`src/rtl/frame_pkg.sv`:
```
// frame_pkg: shared widths, frame length, sequencer state encoding and bit-reverse helper
// for the frame buffer read path.
package frame_pkg;
    localparam int DEF_ADDR_W = 9;
    localparam int DEF_DATA_W = 16;
    localparam int FRAME_LEN = 1 << DEF_ADDR_W;
    typedef enum logic [1:0] {IDLE, STREAM, DRAIN, DONE} state_t;
    function automatic logic [31:0] bitrev(input logic [31:0] a, input int w);
        logic [31:0] r;
        r = '0;
        for (int i = 0; i < w; i++) r[i] = a[w-1-i];
        return r;
    endfunction
endpackage

```
`src/rtl/frame_readout_seq_if.sv`:
```
// frame_readout_seq_if: synchronous frame RAM read port plus the valid/ready sample stream.
interface frame_readout_seq_if
    import frame_pkg::*;
#(
    parameter int ADDR_W = DEF_ADDR_W,
    parameter int DATA_W = DEF_DATA_W
);
    logic              rd_en;
    logic [ADDR_W-1:0] rd_addr;
    logic [DATA_W-1:0] rd_data;
    logic [DATA_W-1:0] out_data;
    logic              out_valid;
    logic              out_ready;
    logic              out_last;
    modport master (
        output rd_en, rd_addr, out_data, out_valid, out_last,
        input  rd_data, out_ready
    );
    modport slave (
        input  rd_en, rd_addr, out_data, out_valid, out_last,
        output rd_data, out_ready
    );
endinterface

```
`src/rtl/frame_skid_fifo.sv`:
```
// frame_skid_fifo: 2-entry fall-through FIFO of sample data plus a last tag; an empty FIFO
// presents the arriving push directly so a sample can leave in the cycle it lands.
module frame_skid_fifo
    import frame_pkg::*;
#(
    parameter int DATA_W = DEF_DATA_W
) (
    input  logic              Clk,
    input  logic              Rst_n,
    input  logic              push,
    input  logic [DATA_W-1:0] push_data,
    input  logic              push_last,
    input  logic              pop,
    output logic [DATA_W-1:0] head_data,
    output logic              head_last,
    output logic              head_valid,
    output logic [1:0]        count
);
    logic [DATA_W:0] mem_q [2];
    logic [DATA_W:0] mem_d [2];
    logic [DATA_W:0] head;
    logic            rd_ptr_q, rd_ptr_d, wr_ptr_q, wr_ptr_d;
    logic [1:0]      count_q, count_d;
    logic            empty, wr, rd;

    always_comb begin
        empty = count_q == 2'd0;
        head = empty ? {push_last, push_data} : mem_q[rd_ptr_q];
        head_valid = !empty || push;
        head_data = head_valid ? head[DATA_W-1:0] : '0;
        head_last = head_valid && head[DATA_W];
        wr = push && !(empty && pop);
        rd = pop && !empty;
        mem_d = mem_q;
        if (wr) mem_d[wr_ptr_q] = {push_last, push_data};
        wr_ptr_d = wr_ptr_q ^ wr;
        rd_ptr_d = rd_ptr_q ^ rd;
        count_d = count_q + 2'(wr) - 2'(rd);
        count = count_q;
    end

    always_ff @(posedge Clk or negedge Rst_n) begin
        if (!Rst_n) begin
            mem_q <= '{default: '0};
            wr_ptr_q <= 1'b0;
            rd_ptr_q <= 1'b0;
            count_q <= 2'd0;
        end else begin
            mem_q <= mem_d;
            wr_ptr_q <= wr_ptr_d;
            rd_ptr_q <= rd_ptr_d;
            count_q <= count_d;
        end
    end
endmodule

```
`src/rtl/frame_readout_seq.sv`:
```
// frame_readout_seq: reads one 2^ADDR_W-sample frame from the synchronous frame RAM and streams it
// out over valid/ready. Define FRAME_BITREV_EN to issue addresses in bit-reversed order.
module frame_readout_seq
    import frame_pkg::*;
#(
    parameter int ADDR_W = DEF_ADDR_W,
    parameter int DATA_W = DEF_DATA_W
) (
    input  logic Clk,
    input  logic Rst_n,
    input  logic start,
    input  logic frame_rdy,
    output logic busy,
    output logic done,
    frame_readout_seq_if.master bus
);
    localparam logic [ADDR_W-1:0] LAST_IDX = '1;
    state_t            state_q, state_d;
    logic [ADDR_W-1:0] rcnt_q, rcnt_d;
    logic              inflight_q, inflight_d, inflight_last_q, inflight_last_d;
    logic [1:0]        fifo_count;
    logic [2:0]        occ;
    logic              pop, issue;
    logic [DATA_W-1:0] head_data;
    logic              head_last, head_valid;

    frame_skid_fifo #(.DATA_W(DATA_W)) u_fifo (
        .Clk,
        .Rst_n,
        .push(inflight_q),
        .push_data(bus.rd_data),
        .push_last(inflight_last_q),
        .pop,
        .head_data,
        .head_last,
        .head_valid,
        .count(fifo_count)
    );

    // occupancy counts the read in flight so the 2-entry FIFO can never overflow
    always_comb begin
        pop = head_valid && bus.out_ready;
        occ = 3'(fifo_count) + 3'(inflight_q) - 3'(pop);
        issue = state_q == STREAM && occ < 3'd2;
        inflight_d = issue;
        inflight_last_d = issue && rcnt_q == LAST_IDX;
        rcnt_d = issue ? rcnt_q + 1'b1 : rcnt_q;
        state_d = state_q;
        case (state_q)
            IDLE: if (start && frame_rdy) begin
                state_d = STREAM;
                rcnt_d = '0;
            end
            STREAM: if (inflight_last_d) state_d = DRAIN;
            DRAIN: if (pop && head_last) state_d = DONE;
            default: state_d = IDLE;
        endcase
    end

    always_ff @(posedge Clk or negedge Rst_n) begin
        if (!Rst_n) begin
            state_q <= IDLE;
            rcnt_q <= '0;
            inflight_q <= 1'b0;
            inflight_last_q <= 1'b0;
        end else begin
            state_q <= state_d;
            rcnt_q <= rcnt_d;
            inflight_q <= inflight_d;
            inflight_last_q <= inflight_last_d;
        end
    end

    assign bus.rd_en = issue;
`ifdef FRAME_BITREV_EN
    assign bus.rd_addr = ADDR_W'(bitrev(32'(rcnt_q), ADDR_W));
`else
    assign bus.rd_addr = rcnt_q;
`endif
    assign bus.out_data = head_data;
    assign bus.out_valid = head_valid;
    assign bus.out_last = head_last;
    assign busy = state_q == STREAM || state_q == DRAIN;
    assign done = state_q == DONE;
endmodule

```
`src/flat_wrapper.sv`:
```
// flat-port wrapper written by rule: the top's interface ports become plain ports
module frame_readout_seq_flat import frame_pkg::*;
#(
    parameter int ADDR_W = DEF_ADDR_W,
    parameter int DATA_W = DEF_DATA_W
)
  (Clk, Rst_n, start, frame_rdy, busy, done, bus_rd_en, bus_rd_addr, bus_out_data, bus_out_valid, bus_out_last, bus_rd_data, bus_out_ready);
  frame_readout_seq_if #(.ADDR_W(ADDR_W), .DATA_W(DATA_W)) bus_i ();
  input  logic Clk;
  input  logic Rst_n;
  input  logic start;
  input  logic frame_rdy;
  output logic busy;
  output logic done;
  output wire logic [$bits(bus_i.rd_en)-1:0] bus_rd_en;
  output wire logic [$bits(bus_i.rd_addr)-1:0] bus_rd_addr;
  output wire logic [$bits(bus_i.out_data)-1:0] bus_out_data;
  output wire logic [$bits(bus_i.out_valid)-1:0] bus_out_valid;
  output wire logic [$bits(bus_i.out_last)-1:0] bus_out_last;
  input wire logic [$bits(bus_i.rd_data)-1:0] bus_rd_data;
  input wire logic [$bits(bus_i.out_ready)-1:0] bus_out_ready;
  assign bus_rd_en = bus_i.rd_en;
  assign bus_rd_addr = bus_i.rd_addr;
  assign bus_out_data = bus_i.out_data;
  assign bus_out_valid = bus_i.out_valid;
  assign bus_out_last = bus_i.out_last;
  assign bus_i.rd_data = bus_rd_data;
  assign bus_i.out_ready = bus_out_ready;
  frame_readout_seq #(.ADDR_W(ADDR_W), .DATA_W(DATA_W)) u_core (.Clk(Clk), .Rst_n(Rst_n), .start(start), .frame_rdy(frame_rdy), .busy(busy), .done(done), .bus(bus_i));
endmodule
```
`config.mk`:
```
export PLATFORM = sky130hd
export DESIGN_NAME = frame_readout_seq_flat
export DESIGN_NICKNAME = d
export VERILOG_FILES = /design/src/rtl/frame_pkg.sv /design/src/rtl/frame_readout_seq_if.sv /design/src/rtl/frame_skid_fifo.sv /design/src/rtl/frame_readout_seq.sv /design/src/flat_wrapper.sv
export SDC_FILE = /design/constraint.sdc
export NUM_CORES = 1
export LEC_CHECK = 0
export BUFFER_PORTS_ARGS = -buffer_cell sky130_fd_sc_hd__buf_2
export CORE_ASPECT_RATIO = 0.7
export CORE_UTILIZATION = 45
export CTS_CLUSTER_SIZE = 12
export DETAILED_ROUTE_END_ITERATION = 7
export PLACE_DENSITY = 0.71
export SLEW_MARGIN = 40
export SYNTH_ARGS = -nofsm -noshare
export SYNTH_HDL_FRONTEND = slang
export SYNTH_SLANG_ARGS = --single-unit
```
`constraint.sdc`:
```
create_clock -name Clk -period 3.9 [get_ports Clk]
set_clock_uncertainty 0.15 [all_clocks]
set_input_delay 0.585 -clock Clk [delete_from_list [all_inputs] [get_ports Clk]]
set_output_delay 0.585 -clock Clk [all_outputs]
set_load 0.005 [all_outputs]
```
==> impl_metrics.csv, run 1 <==
group,metric,value,unit
final_layout,fin_cells,347,
final_layout,antenna_cells,0,
pwr,p_leak,1.44,nW
drt,drc,0,
drt,wire_per_inst,14.7,µm
pwr,power_frac_comb,0.471,
logic_synthesis,ys_warn_count,0,
logic_synthesis,synth_edf_count,0,
floorplan,die_area,6120,µm²
worst_setup_path,path_cells,"nor2_2 -> nand2_1 -> and2_1 -> ha_1 -> nand2b_1 -> fa_1 -> xor2_2 -> nor2_1 -> buf_4 -> buf_2",
worst_setup_path,cp_slowest_stage_delay,0.48,ns
hold_path,min_path_type,"in -> async",
worst_setup_path,startpoint_type,"flip-flop",
worst_setup_path,crit_fanout,10,
sta,setup_violations,0,
global_routing,antenna_found_initial,0,
drt,drtIter0Drc,74,
global_routing,grt_max_degree,37,
worst_setup_path,critPathArrivalTime,2.74,ns
pwr,powerDensity,824,nW/µm²
floorplan,fp.coreArea,5420,µm²
cts,cts-root-buf,"clkbuf_8",
pwr,swShare,0.360,
floorplan,rows,22,
cts,cts_made_buffers,5,
placed_design,placed_cells,339,
logic_synthesis,syn_area_per_cell,11.7,µm²
sta,slew_headroom,0.559,
final_layout,area_delta_synth_final,17.8,%
worst_setup_path,required,3.16,ns
final_layout,fillers,464,
cts,clk_pin_slew_worst_paths,0.09,ns
pwr,p_clk_frac,0.165,
pwr,vdd_drop_max,0.378,mV
drt,ant_nets,0,
cts,cts_buffer_depth,2,
placed_design,port_buffers,50,
logic_synthesis,yosysSeqAreaShare,0.489,
logic_synthesis,synth_cell_types,34,
worst_setup_path,crit_family,"adder cells",
pwr,power_switching,0.912,mW
worst_setup_path,reg2regPathDepth,10,
placed_design,dp_hpwl,3590,µm
sta,post-route-min-period,3.47,ns
cts,clock_latency,0.29,ns
cts,postCtsSetupRepairBufs,0,
floorplan,initial_core_util,0.482,
cts,cts_resized,0,
logic_synthesis,async_reset_ff_frac,1.00,
final_layout,final_common_cell,"dfrtp_1",
worst_setup_path,r2r_start,"u_core.u_fifo.count[1]",
sta,rsz0062_at_grt,"no",
cts,numClockSinks,51,
drt,vias_per_cell,5.23,
sta,finalMaxSlewViolations,0,
worst_setup_path,r2r_setup_slack,0.75,ns
outcome,status,"finished clean",
global_routing,grt_pass1_vias,1814,
floorplan,die_x,93.1,µm
cts,cts-htree-levels,2,
sta,max_freq,288,MHz
placed_design,gp_congestion,0.813,
sta,setup_tns,0,ns
worst_setup_path,cp.buffers_inverters,2,
floorplan,fp.dieH,65.8,µm
global_routing,track_usage,0.187,
logic_synthesis,syn-num-nets,258,
global_routing,grt_remaining_overflow,0,
final_layout,nets,308,
cts,hold_buffers,0,
logic_synthesis,syn_inst,224,
logic_synthesis,ys.flop_type,"dfrtp_1",
drt,dr.pass1.iters,4,
pwr,seqPwrFrac,0.364,
pwr,internal-power,1.62,mW
worst_setup_path,cp_slowest_cell,"dfrtp_1",
final_layout,drive_gt1_frac,0.364,
logic_synthesis,syn_area,2610,µm²
flow_run,cap_violations,0,
worst_setup_path,rr_endpoint,"u_core.state_q[1]",
global_routing,grt_pass1_wl,8690,µm
worst_setup_path,crit_type,"reg -> out",
final_layout,final_cell_mix,"51 x dfrtp_1, 50 x buf_2, 34 x mux2_2, 19 x o21ai_0",
logic_synthesis,ys_seq_elements,51,
drt,num_vias,1816,
drt,routed_wirelength,5110,µm
floorplan,ios,51,
sta,worstMarginPinSlew,0.662,ns
worst_setup_path,cp-end-kind,"output port",
cts,cts_tree,"yes",
sta,finalHoldViolations,0,
sta,finalCritPeriodShare,0.890,
## cells in the mapped netlist, drive strengths merged, types with 2 or more instances
library cell | number | share of area
nand2 | 8 | 0.011
o21ai | 19 | 0.036
mux2i | 17 | 0.065
a21oi | 4 | 0.0077
mux2 | 35 | 0.15
and2 | 3 | 0.0072
or3 | 2 | 0.0048
nor2b | 2 | 0.0048
nand3 | 17 | 0.033
clkbuf | 6 | 0.0086
xnor2 | 8 | 0.027
nor2 | 9 | 0.014
buf | 6 | 0.011
inv | 7 | 0.010
xor2 | 2 | 0.0096
and3 | 2 | 0.0048
dfrtp | 51 | 0.49
nor4b | 4 | 0.013
ha | 12 | 0.057
## how the worst max path moves through the flow
stage / from / to / slack [ns] / depth (start not counted)
final: u_core.u_fifo.count[1] / bus_rd_en / 0.43 / 10
after global placement: bus_out_ready / bus_rd_en / 0.77 / 9
after global routing: u_core.u_fifo.count[1] / bus_rd_en / 0.26 / 10
after detailed placement: bus_out_ready / bus_rd_en / 0.74 / 9
after CTS: u_core.u_fifo.count[1] / bus_rd_en / 0.41 / 10
after floorplan: u_core.u_fifo.count[1] / u_core.state_q[1] / 0.74 / 10
## worst register-to-register path: cells and delay by family, from the launching register on
family	cells	cell delay, ns
and+or+nand+nor	5	0.73
adders and majority gates	2	0.67
DFF	1	0.48
AOI/OAI and AO/OA	1	0.39
muxes	1	0.37
xor gates and xnor gates	1	0.25
## layer usage
metal	vias to the layer above	routed length, µm	track usage
met5	-	0	0
met4	0	48	0.0558
met3	6	154	0.0394
met2	35	2370	0.297
met1	882	2540	0.259
li1	893	-	-
## power by group through the flow
stage / Sequential (mW) / Combinational [mW] / Clock [mW]
after detailed placement: 0.933 / 1.20 / 0
final: 0.922 / 1.19 / 0.419
after global placement: 0.921 / 1.16 / 0
after global routing: 0.958 / 1.33 / 0.455
after floorplan: 0.877 / 0.829 / 0
after CTS: 0.922 / 1.21 / 0.431
## area by class of cell
class | instances | area [µm²] | area share
clock inverters | 2 | 60.1 | 0.0195
inverters | 7 | 26.3 | 0.00854
multi-input cells | 154 | 1260 | 0.411
repair buffers | 55 | 288 | 0.0935
clock buffers | 6 | 72.6 | 0.0236
flip-flops and latches | 51 | 1280 | 0.415
well taps | 72 | 90.1 | 0.0293
## cells by family (layout without fill, tap and decap cells)
kind of cell | Yosys count | after routing | share of synthesized area
compound gates | 28 | 28 | 0.0608
simple gates | 51 | 51 | 0.103
flops | 51 | 51 | 0.489
fa+ha+maj | 13 | 13 | 0.0651
mux | 52 | 52 | 0.216
xor+xnor | 10 | 10 | 0.0364
buf+inv | 19 | 70 | 0.0297
## per-stage QoR
stage / area [µm²] / power (mW) / util / hold slack (ns) / setup WS, ns
2_1_floorplan: 2610 / 1.71 / - / 0.139 / 0.738
3_3_place_gp: 2940 / 2.09 / 0.542 / 0.333 / 0.769
3_5_place_dp: 2940 / 2.13 / 0.542 / 0.338 / 0.737
4_1_cts: 3070 / 2.56 / 0.566 / 0.191 / 0.410
5_1_grt: 3080 / 2.74 / 0.567 / 0.218 / 0.261
6_report: 3080 / 2.53 / 0.567 / 0.170 / 0.428
## registers in the layout, summed over array words and instances (netlist names)
signal	flops
u_core.bus.rd_addr	9
u_core.u_fifo.rd_ptr_q	1
u_core.u_fifo.count	2
u_core.inflight_q	1
u_core.u_fifo.mem_q	34
u_core.state_q	2
u_core.u_fifo.wr_ptr_q	1
u_core.inflight_last_q	1
(Power assumes the default switching activity.)
==> run 2, diff against run 1 <==
Settings changed: ABC_AREA set to 1.
==> run 2 against run 1 <==
  * Final cell count rose by 29%
  * Core utilization down 2.1 points
  * Combinational power up 3%
  * Routed wire length grew 7.5%
  * Register-to-register slack better by 0.13 ns
  * Synthesized cell count rose by 46%
  * First-iteration DRC count is 16% higher
  * Sequential power rose by 2%
  * Synthesized area grew 7.8%
  * Critical endpoint unchanged
==> impl_metrics.csv, run 2 <==
group,metric,value,unit
outcome,status,"finished clean",
pwr,swShare,0.418,
final_layout,multi_input_area,1280,µm²
final_layout,area_delta_synth_final,13.9,%
logic_synthesis,syn-num-nets,361,
drt,ant_nets,0,
worst_setup_path,rr_endpoint,"u_core.state_q[0]",
cts,cts_tree,"yes",
worst_setup_path,reg2regPathDepth,12,
drt,dr.pass1.iters,4,
sta,slew_headroom,0.644,
final_layout,fillers,558,
logic_synthesis,syn_area_per_cell,8.61,µm²
logic_synthesis,synth.most_common_cell,"nand2_1",
floorplan,die_area,6580,µm²
final_layout,antenna_cells,0,
global_routing,grt_max_degree,36,
floorplan,fp.dieH,68.2,µm
global_routing,grt_pass1_wl,9050,µm
logic_synthesis,netlist_top_cells_count,"54 x nand2_1, 51 x dfrtp_1, 49 x o21ai_0, 45 x inv_1, 30 x nor2_1",
flow_run,cap_violations,0,
cts,numClockSinks,51,
drt,drtIter0Drc,86,
cts,postCtsSetupRepairBufs,0,
cts,clk_pin_slew_worst_paths,0.09,ns
worst_setup_path,startpoint_type,"flip-flop",
cts,cts_buffer_depth,2,
global_routing,antenna_found_initial,0,
worst_setup_path,crit_type,"reg -> out",
cts,cts-htree-levels,2,
cts,hold_buffers,0,
floorplan,rows,23,
pwr,vdd_drop_max,0.296,mV
cts,cts_resized,0,
sta,finalHoldViolations,0,
cts,cts-root-buf,"clkbuf_8",
placed_design,gp_congestion,0.811,
floorplan,initial_core_util,0.480,
sta,finalCritPeriodShare,0.935,
logic_synthesis,synth_area_leader_cell,"dfrtp_1",
floorplan,ios,51,
logic_synthesis,synth_edf_count,0,
drt,routed_wirelength,5490,µm
sta,max_freq,274,MHz
logic_synthesis,synth_area_leaders,"dfrtp_1 45%, o21ai_0 8.7%, nand2_1 7.2%, mux2_2 6.4%, inv_1 6.0%",
worst_setup_path,critPathArrivalTime,2.91,ns
logic_synthesis,synth_top_area_frac,0.453,
worst_setup_path,required,3.16,ns
drt,num_vias,2186,
final_layout,largest_reg_flops,34,
logic_synthesis,synth_cell_types,38,
drt,vias_per_cell,4.87,
pwr,p_leak,1.65,nW
pwr,power_frac_comb,0.495,
sta,finalMaxSlewViolations,0,
final_layout,nets,407,
sta,worstMarginPinSlew,0.533,ns
logic_synthesis,ys_seq_elements,51,
sta,post-route-min-period,3.65,ns
logic_synthesis,ys_warn_count,0,
drt,wire_per_inst,12.2,µm
worst_setup_path,crit_fanout,11,
pwr,p_clk_frac,0.127,
cts,cts_made_buffers,5,
logic_synthesis,syn_area,2820,µm²
logic_synthesis,syn_inst,327,
final_layout,final_cell_mix,"54 x nand2_1, 50 x dfrtp_1, 49 x o21ai_0, 49 x buf_2, 45 x inv_1",
pwr,internal-power,1.45,mW
floorplan,die_x,96.6,µm
global_routing,grt_pass1_vias,1997,
final_layout,final_common_cell,"nand2_1",
global_routing,track_usage,0.180,
worst_setup_path,cp-end-kind,"output port",
global_routing,grt_remaining_overflow,0,
sta,rsz0062_at_grt,"no",
final_layout,seqCellArea,1280,µm²
pwr,powerDensity,774,nW/µm²
drt,drc,0,
sta,setup_violations,0,
pwr,seqPwrFrac,0.378,
logic_synthesis,ys.flop_type,"dfrtp_1",
logic_synthesis,async_reset_ff_frac,1.00,
final_layout,drive_gt1_frac,0.251,
pwr,power,2.48,mW
pwr,power_switching,1.04,mW
cts,clock_latency,0.29,ns
worst_setup_path,r2r_setup_slack,0.88,ns
placed_design,port_buffers,50,
worst_setup_path,r2r_start,"u_core.inflight_q",
hold_path,min_path_type,"in -> async",
final_layout,regMostFlops,"u_core.u_fifo.mem_q",
logic_synthesis,yosysSeqAreaShare,0.453,
placed_design,dp_hpwl,4050,µm
sta,setup_tns,0,ns
floorplan,fp.coreArea,5870,µm²
==> run 2: cell count changes in the layout (fill, tap and decap cells not counted), sizes merged, moves of 6 or more <==
cell   delta
xnor2     -6
mux2     -19
inv      +41
o21ai    +31
mux2i    -17
nor2     +24
nand2    +50
==> run 2: cell type report <==
type / count / share of cell area
Sequential cell: 51 / 0.398
Timing Repair Buffer: 52 / 0.0834
Clock inverter: 1 / 0.00273
Tap cell: 75 / 0.0292
Multi-Input combinational cell: 214 / 0.400
Inverter: 49 / 0.0593
Clock buffer: 7 / 0.0269
==> run 2: per-layer routing <==
| layer | vias to the layer above | part of all wire | wire length (µm) | track usage |
|---|---|---|---|---|
| met2 | 58 | 0.45 | 2490 | 0.295 |
| met3 | 2 | 0.049 | 271 | 0.0389 |
| met5 | - | 0 | 0 | 0 |
| met4 | 0 | 0.0049 | 27 | 0.0423 |
| li1 | 1139 | - | - | - |
| met1 | 987 | 0.49 | 2710 | 0.245 |
==> run 2: logic make-up (layout without fill, tap and decap cells) <==
logic type | Yosys count | in the layout | synth area share
AND/OR/NAND/NOR | 115 | 115 | 0.188
flip-flops | 51 | 51 | 0.453
buffers and inverters | 62 | 109 | 0.0915
adder cells (fa/ha/maj) | 13 | 13 | 0.0604
XOR/XNOR | 4 | 4 | 0.0124
multiplexers | 16 | 16 | 0.0640
AO/OA/AOI/OAI | 66 | 66 | 0.131
==> run 2: worst max-delay path: stages, from the launching register on <==
cell and delay, ns:
dfrtp_1 0.58, nor2_4 0.33, nor2_4 0.06, ha_1 0.26, or2_2 0.30, fa_1 0.49, nand2_1 0.05, inv_1 0.11
nand3_4 0.16, clkinv_2 0.14, buf_2 0.12
==> run 2: worst max-delay path by stage <==
stage | cells after the start | start | slack (ns) | end
floorplan | 11 | u_core.u_fifo.count[1] | 0.93 | bus_rd_en
global placement | 10 | u_core.inflight_q | 0.65 | bus_rd_en
detailed placement | 10 | u_core.inflight_q | 0.56 | bus_rd_en
CTS | 10 | u_core.inflight_q | 0.23 | bus_rd_en
global route | 10 | u_core.inflight_q | 0.07 | bus_rd_en
finish | 10 | u_core.inflight_q | 0.25 | bus_rd_en
==> run 2: power by group through the flow <==
stage,clock network [mW],logic (mW),registers [mW]
floorplan,0,0.947,0.861
global placement,0,1.20,0.944
detailed placement,0,1.24,0.953
CTS,0.332,1.25,0.942
global route,0.352,1.43,0.978
finish,0.316,1.23,0.939
==> run 2: stage by stage <==
stage                      util  instances  area [µm²]  hold slack (ns)  worst slack (ns)
after floorplan               -        327        2820            0.139             0.928
after global placement    0.529        441        3110            0.334             0.650
after detailed placement  0.530        441        3110            0.339             0.561
after CTS                 0.546        449        3210            0.208             0.227
after global routing      0.547        449        3210           0.0840            0.0701
final                     0.547        449        3210           0.0593             0.252
